<file path="src/rtl/sr_cond_pkg.sv">
// Shared types and default constants for the SR pulse conditioner.
// Debounce FSM state encoding plus default stability count and counter width.
package sr_cond_pkg;

    typedef enum logic [1:0] {
        IDLE   = 2'd0,
        CHK_HI = 2'd1,
        HELD   = 2'd2,
        CHK_LO = 2'd3
    } db_state_e;

    localparam int DEF_DB_CYCLES = 8;
    localparam int DEF_CNT_W     = 4;

endpackage

</file>
<file path="src/rtl/debounce_channel.sv">
// One button channel: 2-flop synchronizer, 4-state debounce FSM with a
// stability counter, and a registered one-cycle rise pulse on qualified press.
module debounce_channel
    import sr_cond_pkg::*;
#(
    parameter int DB_CYCLES = DEF_DB_CYCLES,
    parameter int CNT_W     = DEF_CNT_W
) (
    input  logic clk,
    input  logic rst_n,
    input  logic i_btn,
    output logic o_rise
);

    localparam logic [CNT_W-1:0] CNT_LAST = CNT_W'(DB_CYCLES - 1);
    localparam logic [CNT_W-1:0] CNT_ZERO = {CNT_W{1'b0}};
    localparam logic [CNT_W-1:0] CNT_ONE  = {{(CNT_W-1){1'b0}}, 1'b1};

    logic [1:0]       r_sync;
    db_state_e        r_state;
    db_state_e        w_state_nxt;
    logic [CNT_W-1:0] r_cnt;
    logic [CNT_W-1:0] w_cnt_nxt;
    logic             r_rise;
    logic             w_rise_nxt;
    logic             w_sync;

    assign w_sync = r_sync[1];
    assign o_rise = r_rise;

    // Next-state, counter and rise decode; counter only advances below CNT_LAST.
    always_comb begin
        w_state_nxt = r_state;
        w_cnt_nxt   = r_cnt;
        w_rise_nxt  = 1'b0;
        case (r_state)
            IDLE: begin
                if (w_sync) begin
                    w_state_nxt = CHK_HI;
                    w_cnt_nxt   = CNT_ZERO;
                end else begin
                    w_state_nxt = IDLE;
                end
            end
            CHK_HI: begin
                if (!w_sync) begin
                    w_state_nxt = IDLE;
                end else if (r_cnt == CNT_LAST) begin
                    w_state_nxt = HELD;
                    w_rise_nxt  = 1'b1;
                end else begin
                    w_cnt_nxt = r_cnt + CNT_ONE;
                end
            end
            HELD: begin
                if (!w_sync) begin
                    w_state_nxt = CHK_LO;
                    w_cnt_nxt   = CNT_ZERO;
                end else begin
                    w_state_nxt = HELD;
                end
            end
            CHK_LO: begin
                if (w_sync) begin
                    w_state_nxt = HELD;
                end else if (r_cnt == CNT_LAST) begin
                    w_state_nxt = IDLE;
                end else begin
                    w_cnt_nxt = r_cnt + CNT_ONE;
                end
            end
            default: begin
                w_state_nxt = IDLE;
                w_cnt_nxt   = CNT_ZERO;
            end
        endcase
    end

    // Synchronizer, FSM state, counter and rise pulse registers.
    always_ff @(posedge clk) begin
        if (!rst_n) begin
            r_sync  <= 2'b00;
            r_state <= IDLE;
            r_cnt   <= CNT_ZERO;
            r_rise  <= 1'b0;
        end else begin
            r_sync  <= {r_sync[0], i_btn};
            r_state <= w_state_nxt;
            r_cnt   <= w_cnt_nxt;
            r_rise  <= w_rise_nxt;
        end
    end

endmodule

</file>
<file path="src/rtl/sr_pulse_conditioner.sv">
// Debounces set/reset buttons into one-cycle S/R pulses for a downstream SR
// latch; reset wins on simultaneous qualification and raises conflict.
module sr_pulse_conditioner
    import sr_cond_pkg::*;
#(
    parameter int DB_CYCLES = DEF_DB_CYCLES,
    parameter int CNT_W     = DEF_CNT_W
) (
    input  logic clk,
    input  logic rst_n,
    input  logic btn_set,
    input  logic btn_reset,
    output logic S,
    output logic R,
    output logic conflict,
    output logic q_model
);

    logic w_rise_set;
    logic w_rise_reset;
    logic r_s;
    logic r_r;
    logic r_conflict;
    logic r_q;

    debounce_channel #(
        .DB_CYCLES (DB_CYCLES),
        .CNT_W     (CNT_W)
    ) u_ch_set (
        .clk    (clk),
        .rst_n  (rst_n),
        .i_btn  (btn_set),
        .o_rise (w_rise_set)
    );

    debounce_channel #(
        .DB_CYCLES (DB_CYCLES),
        .CNT_W     (CNT_W)
    ) u_ch_reset (
        .clk    (clk),
        .rst_n  (rst_n),
        .i_btn  (btn_reset),
        .o_rise (w_rise_reset)
    );

    // Arbitration and output registers; q_model tracks the latch on the same edge.
    always_ff @(posedge clk) begin
        if (!rst_n) begin
            r_s        <= 1'b0;
            r_r        <= 1'b0;
            r_conflict <= 1'b0;
            r_q        <= 1'b0;
        end else begin
            r_s        <= w_rise_set & ~w_rise_reset;
            r_r        <= w_rise_reset;
            r_conflict <= w_rise_set & w_rise_reset;
            if (w_rise_reset) begin
                r_q <= 1'b0;
            end else if (w_rise_set) begin
                r_q <= 1'b1;
            end else begin
                r_q <= r_q;
            end
        end
    end

    assign S        = r_s;
    assign R        = r_r;
    assign conflict = r_conflict;
    assign q_model  = r_q;

endmodule

</file>
<file path="config.mk">
export PLATFORM = sky130hd
export DESIGN_NAME = sr_pulse_conditioner
export DESIGN_NICKNAME = d
export VERILOG_FILES = /design/src/rtl/sr_cond_pkg.sv /design/src/rtl/debounce_channel.sv /design/src/rtl/sr_pulse_conditioner.sv
export SDC_FILE = /design/constraint.sdc
export NUM_CORES = 1
export LEC_CHECK = 0
export BUFFER_PORTS_ARGS = -buffer_cell sky130_fd_sc_hd__clkbuf_2
export CORE_MARGIN = 4
export CORE_UTILIZATION = 45
export DETAILED_ROUTE_END_ITERATION = 8
export PLACE_DENSITY = 0.63
export SETUP_SLACK_MARGIN = 0.4
export SYNTH_ARGS = -nofsm -noshare
export SYNTH_HDL_FRONTEND = slang
export SYNTH_SLANG_ARGS = --single-unit
</file>
<file path="constraint.sdc">
create_clock -name clk -period 1.88 [get_ports clk]
set_clock_uncertainty 0.05 [all_clocks]
set_input_delay 0.094 -clock clk [delete_from_list [all_inputs] [get_ports clk]]
set_output_delay 0.094 -clock clk [all_outputs]
set_load 0.05 [all_outputs]
</file>
==> impl_metrics.env <==
export IMPL_run_status="finished clean"
export IMPL_swShare=0.204
export IMPL_layout_min_cycle_time_ns=1.38
export IMPL_cp_arrival_ns=1.58
export IMPL_cts_resized=0
export IMPL_p_seq_frac=0.629
export IMPL_r2r_start="u_ch_reset.r_cnt[0]"
export IMPL_critPathLaunchType="register"
export IMPL_critPathCapture="u_ch_reset.r_cnt[3]"
export IMPL_p_sw_w=0.000155
export IMPL_p_per_area_nw_per_um2=776
export IMPL_h_tree_depth=1
export IMPL_grt_pass1_wl_um=2370
export IMPL_first_pass_iters=4
export IMPL_p_comb_frac=0.038
export IMPL_worst_r2r_path_depth=4
export IMPL_grt_ovfl_total=0
export IMPL_die_y_um=51.3
export IMPL_hold_path_class="input port to register"
export IMPL_ir_drop_mv=0.638
export IMPL_dp_cells=121
export IMPL_cts_root_buf="clkbuf_4"
export IMPL_cts_tree="yes"
export IMPL_final_setup_viol_count=0
export IMPL_grt_use_total=0.123
export IMPL_maxSlewHeadroom=0.768
export IMPL_die_area_um2=2630
export IMPL_hold_depth=3
export IMPL_tns_ns=0
export IMPL_first_global_vias=550
export IMPL_drive_above_1_share=0.136
export IMPL_drt_wl_total_um=1390
export IMPL_antenna_left=0
export IMPL_cts_buffer_depth=2
export IMPL_synth_nets=96
export IMPL_netlist_area_um2=845
export IMPL_leakagePower_nw=0.401
export IMPL_drc=0
export IMPL_synth_top_area_share=0.521
export IMPL_post_drt_wl_per_cell_um=10.8
export IMPL_cpMaxStageDelayCell="or4b_1"
export IMPL_nNetsFinal=110
export IMPL_cts_made_buffers=3
export IMPL_path_class="register to register"
export IMPL_clk_latency_ns=0.30
export IMPL_clk_pin_slew_ns=0.11
export IMPL_crit_start="u_ch_reset.r_cnt[0]"
export IMPL_worstReg2RegEnd="u_ch_reset.r_cnt[3]"
export IMPL_synth_area_top_cells="dfxtp_1, nand2_1, nand3_1"
export IMPL_clkPwrFrac=0.333
export IMPL_vias=654
export IMPL_place_area_um2=911
export IMPL_rsz0062_at_grt="no"
export IMPL_tightest_slew_ns=0.347
export IMPL_required_ns=2.07
export IMPL_pin_count=8
export IMPL_cp_end_kind="register"
export IMPL_hold_viol_final=0
export IMPL_yosysTopAreaCell="dfxtp_1"
export IMPL_syn_inst=90
export IMPL_synth_seq_cells=22
export IMPL_cap_violations=0
export IMPL_port_buffers=7
export IMPL_stdcell_count=128
export IMPL_antenna_found_initial=0
export IMPL_p_int_w=0.000602
export IMPL_syn2layout_area_growth_pct=15.4
export IMPL_crit_path_max_fanout=4
export IMPL_final_area_um2=975
export IMPL_layout_commonest_cell="dfxtp_1"
export IMPL_clock_sinks=22
export IMPL_drv_slew=0
export IMPL_synth_avg_cell_area_um2=9.38
export IMPL_crit_chain="ha_1, nand4b_1, or4b_1, a31oi_1"
export IMPL_utilization=0.558
export IMPL_mostFrequentLayoutCells="dfxtp_1, nand2_1, nand3_1"
export IMPL_die_x_um=51.3
export IMPL_period_share=0.736
export IMPL_place_gp_congestion=0.812
export IMPL_diodes=0
export IMPL_start_util=0.484
export IMPL_vias_per_cell=5.11
export IMPL_synth_cell_types=24
export IMPL_reg2reg_slack_ns=0.50
export IMPL_core_area_um2=1750
export IMPL_yosys_warnings=0
export IMPL_drtIter0Drc=15
export IMPL_ys_seq_area_frac=0.521
export IMPL_max_freq_mhz=723
export IMPL_crit_path_max_incr_delay_ns=0.44
export IMPL_grt_max_degree=22
export IMPL_rows=15
sequential cells by signal (all words and copies together) (netlist names), named ones only:
signal and cells:
u_ch_reset.r_cnt 4, u_ch_set.r_cnt 4, u_ch_reset.r_sync 2, u_ch_set.r_sync 2
R 1, S 1, conflict 1, q_model 1
u_ch_reset.o_rise 1, u_ch_reset.r_state 1, u_ch_set.o_rise 1, u_ch_set.r_state 1
layer usage:
metal  GRT usage  share of wire
met2       0.182           0.45
met4      0.0393          0.010
met5           0              0
met3      0.0612          0.055
met1       0.154           0.49
cells in the mapped netlist:
library cell  count
nand2b_1          1
or4b_1            1
ha_1              2
mux2i_1           3
inv_1             1
nand4b_1          3
a211oi_1          1
or3_2             1
o22ai_1           4
nor2_1            5
a21oi_1           3
xor2_1            2
o21ai_0           1
and2_1            6
clkbuf_1          2
nor3_1            4
o21bai_1          2
nand3_1           8
nand2_1          12
xnor2_1           1
a31oi_1           1
dfxtp_1          22
nand3b_1          1
and3_1            3
cells by family after synthesis:
family / share of synthesized area
compound gates: 0.0874
xor+xnor: 0.0311
fa+ha+maj: 0.0296
buf+inv: 0.0133
flops: 0.521
mux: 0.0356
simple gates: 0.282
layout make-up:
type	instances	area, um2
Timing Repair Buffer	11	70.1
Sequential cell	22	440
Fill cell	170	771
Inverter	1	3.75
Multi-Input combinational cell	65	393
Clock buffer	4	36.3
Tap cell	25	31.3
what timing repair did:
action,in CTS,in global routing
setup endpoints to repair,0,1
setup buffers,0,1
endpoints found under the hold margin,2,0
hold buffers,2,0
stage by stage:
| stage | total power (W) | hold WS, ns | setup slack (ns) |
|---|---|---|---|
| after global placement | 0.000512 | 0.250 | 0.471 |
| after detailed placement | 0.000512 | 0.255 | 0.442 |
| after CTS | 0.000771 | 0.0914 | 0.415 |
| after floorplan | 0.000503 | 0.171 | 0.507 |
| final | 0.000757 | 0.0953 | 0.497 |
| after global routing | 0.000799 | 0.0828 | 0.401 |
how the worst min path moves through the flow:
stage | startpoint | end | slack (ns)
after floorplan | btn_reset | u_ch_reset.r_sync[0] | 0.17
after global placement | btn_set | u_ch_set.r_sync[0] | 0.25
after detailed placement | btn_set | u_ch_set.r_sync[0] | 0.25
after CTS | rst_n | register | 0.09
after global routing | rst_n | register | 0.08
final | rst_n | register | 0.1
power by group through the flow:
stage          logic [W]  clock network, W  registers (W)
2_1_floorplan  0.0000173                 0       0.000485
5_1_grt        0.0000333          0.000289       0.000477
3_5_place_dp   0.0000261                 0       0.000486
6_report       0.0000291          0.000252       0.000476
3_3_place_gp   0.0000261                 0       0.000486
4_1_cts        0.0000298          0.000265       0.000476
worst max-delay path: cells and delay by family, from the launching register on:
family | cells | cell delay [ns]
AO/OA/AOI/OAI | 1 | 0.13
AND/OR/NAND/NOR | 2 | 0.56
adder cells (fa/ha/maj) | 1 | 0.24
flip-flops | 1 | 0.35
(Power assumes the default switching activity.)
